File: src/rtl/alu_exec_unit_if.sv
// Handshake bundle for alu_exec_unit: operand beat in, result beat out.
interface alu_exec_unit_if #(
  parameter int unsigned WIDTH = 32
) ();
  logic             in_valid;
  logic             in_ready;
  logic [3:0]       alu_control;
  logic [WIDTH-1:0] src_a;
  logic [WIDTH-1:0] src_b;
  logic             out_valid;
  logic             out_ready;
  logic [WIDTH-1:0] result;
  logic             zero;
  logic             illegal;

  // Producer of operands / consumer of results.
  modport master (
    output in_valid, alu_control, src_a, src_b, out_ready,
    input  in_ready, out_valid, result, zero, illegal
  );

  // The execution unit itself.
  modport slave (
    input  in_valid, alu_control, src_a, src_b, out_ready,
    output in_ready, out_valid, result, zero, illegal
  );
endinterface

File: src/rtl/alu_exec_unit.sv
// Multi-cycle RV32I ALU: single-cycle ops resolve on accept, shifts iterate one bit per cycle.
module alu_exec_unit #(
  parameter int unsigned WIDTH = 32
) (
  input logic            clk,
  input logic            reset,
  alu_exec_unit_if.slave bus_io
);

  localparam logic [3:0] OpAdd  = 4'b0000;
  localparam logic [3:0] OpSub  = 4'b0001;
  localparam logic [3:0] OpSll  = 4'b0010;
  localparam logic [3:0] OpSlt  = 4'b0011;
  localparam logic [3:0] OpSltu = 4'b0100;
  localparam logic [3:0] OpXor  = 4'b0101;
  localparam logic [3:0] OpSrl  = 4'b0110;
  localparam logic [3:0] OpSra  = 4'b0111;
  localparam logic [3:0] OpOr   = 4'b1000;
  localparam logic [3:0] OpAnd  = 4'b1001;
  localparam logic [3:0] OpSge  = 4'b1010;
  localparam logic [3:0] OpSgeu = 4'b1011;

  typedef enum logic [1:0] {StIdle, StShift, StDone} state_e;

  state_e           state_q, state_d;
  logic [WIDTH-1:0] result_q, result_d;
  logic             zero_q, zero_d;
  logic             illegal_q, illegal_d;
  logic [WIDTH-1:0] shreg_q, shreg_d;
  logic [4:0]       cnt_q, cnt_d;
  logic [3:0]       op_q, op_d;

  logic [WIDTH-1:0] alu_res;
  logic             alu_ill;
  logic             is_shift;
  logic [4:0]       shamt;
  logic             lt_s, lt_u;
  logic [WIDTH-1:0] shift_next;
  logic             shift_fill;

  assign shamt = bus_io.src_b[4:0];
  assign lt_s  = $signed(bus_io.src_a) < $signed(bus_io.src_b);
  assign lt_u  = bus_io.src_a < bus_io.src_b;

  // Single-cycle result for the presented operands; shifts here only cover shamt == 0.
  always_comb begin
    alu_res  = '0;
    alu_ill  = 1'b0;
    is_shift = 1'b0;
    case (bus_io.alu_control)
      OpAdd:  alu_res = bus_io.src_a + bus_io.src_b;
      OpSub:  alu_res = bus_io.src_a - bus_io.src_b;
      OpSlt:  alu_res = {{(WIDTH-1){1'b0}}, lt_s};
      OpSltu: alu_res = {{(WIDTH-1){1'b0}}, lt_u};
      OpXor:  alu_res = bus_io.src_a ^ bus_io.src_b;
      OpOr:   alu_res = bus_io.src_a | bus_io.src_b;
      OpAnd:  alu_res = bus_io.src_a & bus_io.src_b;
      OpSge:  alu_res = {{(WIDTH-1){1'b0}}, ~lt_s};
      OpSgeu: alu_res = {{(WIDTH-1){1'b0}}, ~lt_u};
      OpSll, OpSrl, OpSra: begin
        is_shift = 1'b1;
        alu_res  = bus_io.src_a;
      end
      default: alu_ill = 1'b1;
    endcase
  end

  // One-bit shift step; for SRA the MSB never changes, so it still holds the original sign.
  always_comb begin
    shift_fill = (op_q == OpSra) & shreg_q[WIDTH-1];
    if (op_q == OpSll) begin
      shift_next = {shreg_q[WIDTH-2:0], 1'b0};
    end else begin
      shift_next = {shift_fill, shreg_q[WIDTH-1:1]};
    end
  end

  // Next-state and datapath update for the accept / shift / present sequence.
  always_comb begin
    state_d   = state_q;
    result_d  = result_q;
    zero_d    = zero_q;
    illegal_d = illegal_q;
    shreg_d   = shreg_q;
    cnt_d     = cnt_q;
    op_d      = op_q;
    unique case (state_q)
      StIdle: begin
        if (bus_io.in_valid) begin
          if (is_shift && (shamt != 5'd0)) begin
            shreg_d = bus_io.src_a;
            cnt_d   = shamt;
            op_d    = bus_io.alu_control;
            state_d = StShift;
          end else begin
            result_d  = alu_res;
            zero_d    = (alu_res == '0);
            illegal_d = alu_ill;
            state_d   = StDone;
          end
        end
      end
      StShift: begin
        shreg_d = shift_next;
        cnt_d   = cnt_q - 5'd1;
        if (cnt_q == 5'd1) begin
          result_d  = shift_next;
          zero_d    = (shift_next == '0);
          illegal_d = 1'b0;
          state_d   = StDone;
        end
      end
      StDone: begin
        if (bus_io.out_ready) begin
          state_d = StIdle;
        end
      end
      default: state_d = StIdle;
    endcase
  end

  // State and datapath registers; reset aborts any operation in flight.
  always_ff @(posedge clk or posedge reset) begin
    if (reset) begin
      state_q   <= StIdle;
      result_q  <= '0;
      zero_q    <= 1'b0;
      illegal_q <= 1'b0;
      shreg_q   <= '0;
      cnt_q     <= 5'd0;
      op_q      <= 4'd0;
    end else begin
      state_q   <= state_d;
      result_q  <= result_d;
      zero_q    <= zero_d;
      illegal_q <= illegal_d;
      shreg_q   <= shreg_d;
      cnt_q     <= cnt_d;
      op_q      <= op_d;
    end
  end

  assign bus_io.in_ready  = (state_q == StIdle);
  assign bus_io.out_valid = (state_q == StDone);
  assign bus_io.result    = result_q;
  assign bus_io.zero      = zero_q;
  assign bus_io.illegal   = illegal_q;

endmodule

File: src/flat_wrapper.sv
// flat-port wrapper written by rule: the top's interface ports become plain ports
module alu_exec_unit_flat 
#(
  parameter int unsigned WIDTH = 32
)
  (clk, reset, bus_io_in_valid, bus_io_alu_control, bus_io_src_a, bus_io_src_b, bus_io_out_ready, bus_io_in_ready, bus_io_out_valid, bus_io_result, bus_io_zero, bus_io_illegal);
  alu_exec_unit_if #(.WIDTH(WIDTH)) bus_io_i ();
  input logic clk;
  input logic reset;
  input wire logic [$bits(bus_io_i.in_valid)-1:0] bus_io_in_valid;
  input wire logic [$bits(bus_io_i.alu_control)-1:0] bus_io_alu_control;
  input wire logic [$bits(bus_io_i.src_a)-1:0] bus_io_src_a;
  input wire logic [$bits(bus_io_i.src_b)-1:0] bus_io_src_b;
  input wire logic [$bits(bus_io_i.out_ready)-1:0] bus_io_out_ready;
  output wire logic [$bits(bus_io_i.in_ready)-1:0] bus_io_in_ready;
  output wire logic [$bits(bus_io_i.out_valid)-1:0] bus_io_out_valid;
  output wire logic [$bits(bus_io_i.result)-1:0] bus_io_result;
  output wire logic [$bits(bus_io_i.zero)-1:0] bus_io_zero;
  output wire logic [$bits(bus_io_i.illegal)-1:0] bus_io_illegal;
  assign bus_io_i.in_valid = bus_io_in_valid;
  assign bus_io_i.alu_control = bus_io_alu_control;
  assign bus_io_i.src_a = bus_io_src_a;
  assign bus_io_i.src_b = bus_io_src_b;
  assign bus_io_i.out_ready = bus_io_out_ready;
  assign bus_io_in_ready = bus_io_i.in_ready;
  assign bus_io_out_valid = bus_io_i.out_valid;
  assign bus_io_result = bus_io_i.result;
  assign bus_io_zero = bus_io_i.zero;
  assign bus_io_illegal = bus_io_i.illegal;
  alu_exec_unit #(.WIDTH(WIDTH)) u_core (.clk(clk), .reset(reset), .bus_io(bus_io_i));
endmodule
File: config.mk
export PLATFORM = sky130hd
export DESIGN_NAME = alu_exec_unit_flat
export DESIGN_NICKNAME = d
export VERILOG_FILES = /design/src/rtl/alu_exec_unit_if.sv /design/src/rtl/alu_exec_unit.sv /design/src/flat_wrapper.sv
export SDC_FILE = /design/constraint.sdc
export NUM_CORES = 1
export LEC_CHECK = 0
export ABC_CLOCK_PERIOD_IN_PS = 2800
export CAP_MARGIN = 20
export CORE_AREA = 2 2 130 132
export DETAILED_ROUTE_END_ITERATION = 8
export DIE_AREA = 0 0 132 134
export DONT_BUFFER_PORTS = 1
export PLACE_DENSITY = 0.89
export SLEW_MARGIN = 0
export SYNTH_ARGS = -nofsm -noshare
export SYNTH_HDL_FRONTEND = slang
export SYNTH_SLANG_ARGS = --single-unit
export TNS_END_PERCENT = 30
File: constraint.sdc
create_clock -name clk -period 2.8 [get_ports clk]
set_input_delay 0.56 -clock clk [delete_from_list [all_inputs] [get_ports clk]]
set_output_delay 0.56 -clock clk [all_outputs]
set_load 0.05 [all_outputs]
==> results of run 1 <==
cell families after synthesis:
kind of cell    count (synthesis)
xor+xnor                        6
mux                             9
compound gates                485
buf+inv                       192
fa+ha+maj                     103
simple gates                  453
flops                          77
metrics by stage:
| step | cells | setup TNS, ns | util (%) |
|---|---|---|---|
| floorplan | 1325 | -3.74 | - |
| global placement | 1782 | -12.86 | 74.3 |
| detailed placement | 1782 | -15.59 | 74.3 |
| CTS | 1811 | -2.65 | 79.9 |
routing by layer:
metal	GRT usage (%)	overflow
met1	78.6	0
met2	92.8	80
met3	65.1	2
met4	79.8	44
met5	31.7	0
timing repair:
action,CTS
pin swaps,59
setup endpoints to repair,24
gates resized for setup,108
buffers inserted,17
gates cloned,0
==> PnR_summary.wiki, run 1 <==
{| class="wikitable"
! Metric !! Value
|-
| Die width || about 130 µm
|-
| Standard cell area after detailed placement || approximately 12,000 µm²
|-
| Max H-tree Level || 3
|-
| Vertical die dimension || ~130 µm
|-
| Status || aborted with a tool error
|-
| Yosys warnings || 0
|-
| Initial Util || between 50% and 60%
|-
| Cts bufs inserted || 9
|-
| Total congestion overflow after global routing || roughly 130
|-
| Synthesized netlist net count || about 1,500
|-
| Async set-reset flop share out of synthesis || 100%
|-
| Total routing resource utilization after global routing || around four fifths
|-
| Sequential cell area fraction in the yosys report || 20.2%
|-
| Top-level port count || between 100 and 150
|-
| Last step reached || 5_1_grt
|-
| Yosys top cell area share || between 20% and 30%
|-
| First error line in the log || [ERROR GRT-0232] Routing congestion too high. Check the congestion heatmap in the GUI.
|-
| Standard-cell row count || 47
|-
| Post-synth cell types || 86
|-
| Root Buffer || sky130_fd_sc_hd__clkbuf_16
|-
| Netlist area before placement || between 9000 and 10,000 µm²
|-
| Setup Slack @ Placement || -1.15 ns
|-
| Gate Count Post-Synth || about 1,300
|-
| Flip-flop and latch count after synthesis || between 70 and 80
|-
| Post-synthesis share of cell area spent on xor and xnor gates || less than 1%
|-
| Synthesized-area fraction occupied by and/or/nand/nor cells || between 20% and 30%
|-
| Most common flop cell mapped by yosys || sky130_fd_sc_hd__dfrtp_1
|-
| Clock sink count || 77
|-
| Port Buffer Count || 0
|-
| Adder-Cell Fraction of Synth Area || between 10% and 20%
|-
| Average instance area after synthesis || around 7.2 µm²
|-
| Number of enable flip-flop cells after synthesis || 0
|-
| Most frequent cell after synthesis || sky130_fd_sc_hd__nand2_1
|-
| Number of buffers on the longest clock path || 2
|-
| Dominant cell type by area after synthesis || sky130_fd_sc_hd__dfrtp_1
|-
| Compound-cell area share of the yosys netlist || between 30% and 40%
|-
| Largest family of logic cells by synthesized area || compound AO/OA/AOI/OAI gates
|-
| Maximum number of pins on one net before global-route repair || 70
|-
| Most area-consuming cells after synthesis || sky130_fd_sc_hd__dfrtp_1 20%, sky130_fd_sc_hd__ha_1 13%, sky130_fd_sc_hd__nand2_1 6.9%
|-
| Proportion of synthesized area in mux cells || less than 1%
|-
| Dpl hpwl || between 30,000 and 40,000 µm
|-
| Number of buffers added to fix hold violations after cts || 0
|-
| Final weighted congestion in routability-driven placement || approximately 1.1
|-
| Synth cell count leaders || 175 x sky130_fd_sc_hd__nand2_1, 128 x sky130_fd_sc_hd__a21oi_1, 103 x sky130_fd_sc_hd__nor2_1, 101 x sky130_fd_sc_hd__ha_1, 101 x sky130_fd_sc_hd__inv_1
|}
==> run 2, diff against run 1 <==
ABC_CLOCK_PERIOD_IN_PS = 3640   (was 2800)
CORE_AREA = 2 2 158 160   (was 2 2 130 132)
DIE_AREA = 0 0 160 162   (was 0 0 132 134)
PLACE_DENSITY = not set   (was 0.89)
PLACE_DENSITY_LB_ADDON = 0.15   (was not set)
clock period = 3.64 ns   (was 2.8 ns; I/O delays follow)
==> run 2 against run 1 <==
Area after synthesis unchanged. Synthesized cell count unchanged. The flow now finishes, with violations (setup timing).
==> PnR_summary.wiki, run 2 <==
{| class="wikitable"
! Metric !! Value
|-
| Status || finished, violations left (was aborted with a tool error)
|-
| Violated checks || setup timing
|-
| Total routing resource utilization after global routing || roughly a third
|-
| Finished layout cell area || about 13,000 µm²
|-
| Proportion of layout cells with a drive suffix above 1 || 25.5%
|-
| Number of enable flip-flop cells after synthesis || 0 (unchanged)
|-
| Netlist area before placement || 9550 µm² (unchanged)
|-
| Total negative setup slack || -0.0535 ns
|-
| Wire length of the first global-routing pass || ~65,000 µm
|-
| Worst skew pair latency || between 0.3 and 0.4 ns
|-
| Top-level port count || 108 (unchanged)
|-
| Area of the placeable core || ~24,000 µm²
|-
| Root Buffer || sky130_fd_sc_hd__clkbuf_16 (unchanged)
|-
| Gate Count Post-Synth || 1,325 (unchanged)
|-
| Max H-tree Level || 3 (unchanged)
|-
| Sequential cell area fraction in the yosys report || 20.2% (unchanged)
|-
| Most common flop cell mapped by yosys || sky130_fd_sc_hd__dfrtp_1 (unchanged)
|-
| Iteration-0 DRC Markers || approximately 1,100
|-
| Critical path class || in -> reg
|-
| Vertical die dimension || 162 µm (was 134 µm)
|-
| Data required, critical path || between 3 and 4 ns
|-
| Average instance area after synthesis || 7.21 µm² (unchanged)
|-
| Class of the worst hold path || in -> async
|-
| Capturing element type of the critical path || register
|-
| Commonest non-fill, non-tap cells in the layout || 288 x sky130_fd_sc_hd__buf_4, 175 x sky130_fd_sc_hd__nand2_1, 123 x sky130_fd_sc_hd__a21oi_1, 101 x sky130_fd_sc_hd__nor2_1, 97 x sky130_fd_sc_hd__inv_1
|-
| Most area-consuming cells after synthesis || sky130_fd_sc_hd__dfrtp_1 20%, sky130_fd_sc_hd__ha_1 13%, sky130_fd_sc_hd__nand2_1 6.9% (unchanged)
|-
| Yosys top cell area share || 20.2% (unchanged)
|-
| Worst-Margin Slew || around 1.1 ns
|-
| Overall via count from detail_route || 11,400
|-
| Standard cell area after detailed placement || 11,800 µm² (was 12,100 µm²)
|-
| Port Buffer Count || 0 (unchanged)
|-
| Total die area || 25,900 µm²
|-
| Maximum number of pins on one net before global-route repair || 70
|-
| Via-per-instance ratio || about 6.1
|-
| DRC violation count after routing || 0
|-
| Final count of pins violating max slew || 0
|-
| Leakage power summed over all cells || approximately 5.8 nW
|-
| Standard-cell row count || 57 (was 47)
|-
| Worst Setup Slack, final || -0.0535 ns
|-
| Power density over cell area || 467 nW/µm²
|-
| CTS clock-pin slew for the worst setup and hold paths || 0.06 ns
|-
| Initial antenna violation count || 1
|-
| Flip-flop and latch count after synthesis || 77 (unchanged)
|-
| Setup Skew || 0.00454 ns
|-
| Remaining antenna violation count || 0
|-
| Cts bufs inserted || 9 (unchanged)
|-
| Most frequent cell after synthesis || sky130_fd_sc_hd__nand2_1 (unchanged)
|-
| Final count of negative-setup-slack endpoints || 1
|-
| Async set-reset flop share out of synthesis || 100% (unchanged)
|-
| Data arrival time of the critical path || 3.96 ns
|-
| Total length of routed wires || around 42,000 µm
|-
| Total congestion overflow after global routing || 0
|-
| Final weighted congestion in routability-driven placement || 1.00 (was 1.14)
|-
| Final Hold Vio Count || 0
|-
| Dpl hpwl || 33,000 µm (was 31,100 µm)
|-
| Antenna Cells || 0
|-
| Max-cap check violation count || 0
|-
| CTS tree || done
|-
| Post-synth cell types || 86 (unchanged)
|-
| Post-detailed-route wirelength per cell || roughly 23 µm
|-
| Yosys warnings || 0 (unchanged)
|-
| Commonest non-fill, non-tap cell in the layout || sky130_fd_sc_hd__buf_4
|-
| Crit path time final || around 3.7 ns
|-
| First drt pass iteration count || 5
|-
| Clock sink count || 77 (unchanged)
|-
| Relative max-transition margin || approximately a quarter
|-
| NumNets Final || 1,714
|-
| Upper clock frequency limit || 271 MHz
|-
| RSZ-0062 raised after global routing || yes
|-
| Period Utilization, post-route || 101%
|-
| Peak supply drop || 0.429 mV
|-
| Die width || 160 µm (was 132 µm)
|-
| CP max FO || 6
|-
| Synth cell count leaders || 175 x sky130_fd_sc_hd__nand2_1, 128 x sky130_fd_sc_hd__a21oi_1, 103 x sky130_fd_sc_hd__nor2_1, 101 x sky130_fd_sc_hd__ha_1, 101 x sky130_fd_sc_hd__inv_1 (unchanged)
|-
| Synthesized netlist net count || 1,500 (unchanged)
|-
| Number of buffers on the longest clock path || 2 (unchanged)
|-
| Vias in the first global route || approximately 11,000
|-
| Type of element launching the critical path || primary input
|-
| Initial Util || 39.6% (was 58.6%)
|-
| Synth-to-layout area growth || 31.7%
|-
| Dominant cell type by area after synthesis || sky130_fd_sc_hd__dfrtp_1 (unchanged)
|}
==> run 2: worst paths after layout <==
check | cells past startpoint | to | start | slack, ns
min reg2reg | 1 | u_core.op_q[3] | u_core.op_q[3] | 0.47
min in group clk | 1 | u_core.op_q[3] | u_core.op_q[3] | 0.47
max reg2reg | 11 | u_core.bus_io.zero | u_core.cnt_q[1] | 0.48
min | 1 | u_core.bus_io.result[29] | reset | 0.36
max in group asynchronous | 2 | u_core.bus_io.result[6] | reset | 2.53
max | 14 | u_core.bus_io.zero | bus_io_src_b[3] | -0.05
==> run 2: layout make-up <==
class | count | area (µm²)
repair buffers | 293 | 2230
inverters | 102 | 403
clock buffers | 12 | 246
flip-flops and latches | 77 | 1930
fillers | 2470 | 11500
well taps | 324 | 405
clock inverters | 4 | 95.1
multi-input cells | 1056 | 7270
==> run 2: repair_timing <==
action / CTS / global route
resized for setup: 38 / 28
endpoints found under the hold margin: 0 / 0
pin swaps: 14 / 21
endpoints found under the setup margin: 4 / 5
hold buffers: 0 / 0
setup buffers: 6 / 5
==> run 2: cells by family (layout without fill, tap and decap cells) <==
family	count (synthesis)	after routing	synth area share, %
buf+inv	192	411	7.77
flops	77	77	20.2
compound gates	485	485	34.7
mux	9	9	0.969
simple gates	453	453	22.2
xor+xnor	6	6	0.550
fa+ha+maj	103	103	13.6
==> run 2: metal layers <==
metal  part of all wire [%]  GRT usage (%)  vias up
met2                     45           52.3      522
li1                       -              -     5324
met3                    8.1           5.31      102
met5                      0              0        -
met1                     42           41.7     5458
met4                    5.3           14.6        0
==> run 2: critical path: stages <==
cell and delay (ns):
sky130_fd_sc_hd__inv_1 0.03, sky130_fd_sc_hd__ha_1 0.32, sky130_fd_sc_hd__buf_4 0.17, sky130_fd_sc_hd__a21o_1 0.19, sky130_fd_sc_hd__a21oi_4 0.19, sky130_fd_sc_hd__a211oi_4 0.09
sky130_fd_sc_hd__o2111ai_2 0.29, sky130_fd_sc_hd__a211oi_4 0.13, sky130_fd_sc_hd__o21a_2 0.27, sky130_fd_sc_hd__a221o_1 0.38, sky130_fd_sc_hd__a2111oi_4 0.39, sky130_fd_sc_hd__a21oi_1 0.10
sky130_fd_sc_hd__or4b_4 0.55, sky130_fd_sc_hd__o21ai_2 0.12
==> run 2: stage by stage <==
stage / instances / power, mW / setup slack, ns / util, % / hold slack [ns]
floorplan: 1325 / 3.67 / -0.119 / - / 0.436
global placement: 1841 / 4.67 / -0.568 / 49.1 / 0.452
detailed placement: 1841 / 4.69 / -0.670 / 49.1 / 0.459
CTS: 1862 / 5.77 / -0.00134 / 51.4 / 0.381
global route: 1868 / 6.23 / -0.179 / 52.2 / 0.409
finish: 1868 / 5.87 / -0.0535 / 52.2 / 0.356
==> run 2: where the power goes <==
group | internal, mW | total [mW] | switching, mW
Combinational | 1.16 | 2.74 | 1.58
Clock | 0.688 | 1.04 | 0.350
Sequential | 1.20 | 2.10 | 0.895
Total | 3.05 | 5.87 | 2.82
Note: power is estimated with default switching activity, not from simulation.
==> run 3, diff against run 2 <==
HOLD_SLACK_MARGIN = 0.03   (was not set)
==> results of run 3 <==
Final layout, timing and power as in run 2 (identical DEF).
==> RTL change, RTL diff (config.mk and constraints of run 3) <==
Take the reset off `result_q`, `shreg_q` and `op_q` and load them in a clocked block of their own.
--- a/src/rtl/alu_exec_unit.sv
+++ b/src/rtl/alu_exec_unit.sv
@@ -124,19 +124,19 @@
     if (reset) begin
       state_q   <= StIdle;
-      result_q  <= '0;
       zero_q    <= 1'b0;
       illegal_q <= 1'b0;
-      shreg_q   <= '0;
       cnt_q     <= 5'd0;
-      op_q      <= 4'd0;
     end else begin
       state_q   <= state_d;
-      result_q  <= result_d;
       zero_q    <= zero_d;
       illegal_q <= illegal_d;
-      shreg_q   <= shreg_d;
       cnt_q     <= cnt_d;
-      op_q      <= op_d;
     end
+  end
+
+  always_ff @(posedge clk) begin
+    result_q <= result_d;
+    shreg_q  <= shreg_d;
+    op_q     <= op_d;
   end
 
Function: changed (a bounded check fails within 4 cycles, from zero or initial values and one cycle with reset high).
==> RTL change against run 3 <==
- the flow still finishes with violations (negative setup slack)
- synthesized cell count decreased by 6.0%
- setup slack got worse by 0.27 ns
- sequential power decreased by 8%
- non-clock buffer count increased by 12
- final area increased by 0.39%
- cell count decreased by 3.1%
- routed wire length decreased by 7.8%
- critical path depth increased by 1
- fmax decreased by 6.8%
- power decreased by 16%
- utilization increased by 0.20 points
- sequential cell count unchanged
- first-iteration DRC count increased by 13%
- area after synthesis increased by 0.20%
- largest power group unchanged
==> RTL change: results (changes against run 3) <==
[setup_path]
ff2ff_path_depth=10  ; was 11
timing.reg2reg.setup_slack_ns=0.54  ; was 0.48 ns
cpLargestDelayFamily=simple AND/OR/NAND/NOR gates  ; was compound AO/OA/AOI/OAI gates
reg2reg_from=u_core.state_q[0]  ; was u_core.cnt_q[1]
worst-path-max-fanout=4  ; was 6
crit_path_start=bus_io_src_a[0]  ; was bus_io_src_b[3]
critical-path-slowest-cell=or4_4  ; was or4b_4
worstPathArrival_ns=4.19  ; was 3.96 ns

[drt]
vias_per_cell=5.959  ; was 6.106
detailed_routing_wirelength_on_met1_um=17190  ; was 17,510 um
route.met2.wl_um=17330  ; was 18,900 um
detailed_route_wirelength_on_metal3_um=3517  ; was 3409 um
vias=10791  ; was 11,406
first_pass_iters=7  ; was 5

[placed_design]
place_area_sq_um=12020  ; was 11,850 sq um
routabilityCongestion=0.9621  ; was 1.004
pre_cts_ws_ns=-0.8433  ; was -0.6702 ns
detailedPlacementHpwl_um=31290  ; was 32,990 um
placed_insts=1789  ; was 1,841

[status]
violations=negative setup slack  ; unchanged
result_of_the_run=finished, violations left  ; unchanged

[timing]
final.hold.worst_slack_ns=0.2936  ; was 0.3558 ns
post-route-worst-setup-slack_ns=-0.3250  ; was -0.05349 ns
final-setup-viol-count=2  ; was 1
fin_tns_setup_ns=-0.4004  ; was -0.05349 ns

[yosys]
synth_top_cells_by_area=edfxtp_1 (21%), ha_1 (13%), nand2_1 (5.6%)  ; was dfrtp_1 (20%), ha_1 (13%), nand2_1 (6.9%)
synth-xor-area-share_pct=0.7190  ; was 0.5502%
synth_fa_ha_area_share_pct=13.62  ; was 13.65%
synth_compound_area_share_pct=31.17  ; was 34.71%
yosysSeqAreaShare_pct=23.69  ; was 20.17%
post_synth_edffs=68  ; was 0
yosys.cell_types.count=81  ; was 86
synthesis.nets=1420  ; was 1,500

[grt]
first_global_vias=10021  ; was 11,219
groute.layer.met1.usage_pct=42.29  ; was 41.70%
wire_length_of_the_first_global_routing_pass_um=58670  ; was 64,800 um
track_usage_pct=29.11  ; was 32.01%
met2_usage_pct=46.50  ; was 52.26%
grt_max_degree=53  ; was 70
grt.met3_usage_pct=3.498  ; was 5.312%

[pwr]
irDropWorstVdd_mv=0.3052  ; was 0.4290 mV
seq_power_mw=1.94  ; was 2.10 mW
p_sw_share_pct=43.90  ; was 48.06%
power.static_leakage_nw=5.490  ; was 5.775 nW
powerDensity_nw_per_um2=389.8  ; was 466.7 nW/um^2

[final_layout]
layout_cells_sized_above_1_pct=26.63  ; was 25.45%
finalNetCount=1657  ; was 1,714
antennaDiodeCount=0  ; unchanged

[cts]
post-cts-setup-buffers=1  ; was 6

==> RTL change: changes by cell type in the layout (fill, tap and decap cells not counted), sizes merged, moves of 6 or more <==
| cell | run 3 | this run |
|---|---|---|
| buf | 293 | 305 |
| o21a | 10 | 28 |
| a221o | 35 | 5 |
| dfrtp | 77 | 9 |
| a21oi | 130 | 85 |
| edfxtp | 0 | 68 |
| nor2 | 103 | 92 |
| nand2 | 175 | 142 |
| nor3 | 35 | 29 |
| a21o | 10 | 20 |
| nand3 | 27 | 52 |
| o21ai | 100 | 71 |
| a21boi | 7 | 40 |
==> RTL change: cell type report <==
class                           count  area, sq um
Inverter                          105        396.6
Multi-Input combinational cell    984         6928
Tap cell                          324        405.4
Sequential cell                    77         2267
Timing Repair Buffer              305         2347
Clock inverter                      4        48.80
Fill cell                        2381        11480
Clock buffer                       12        236.5
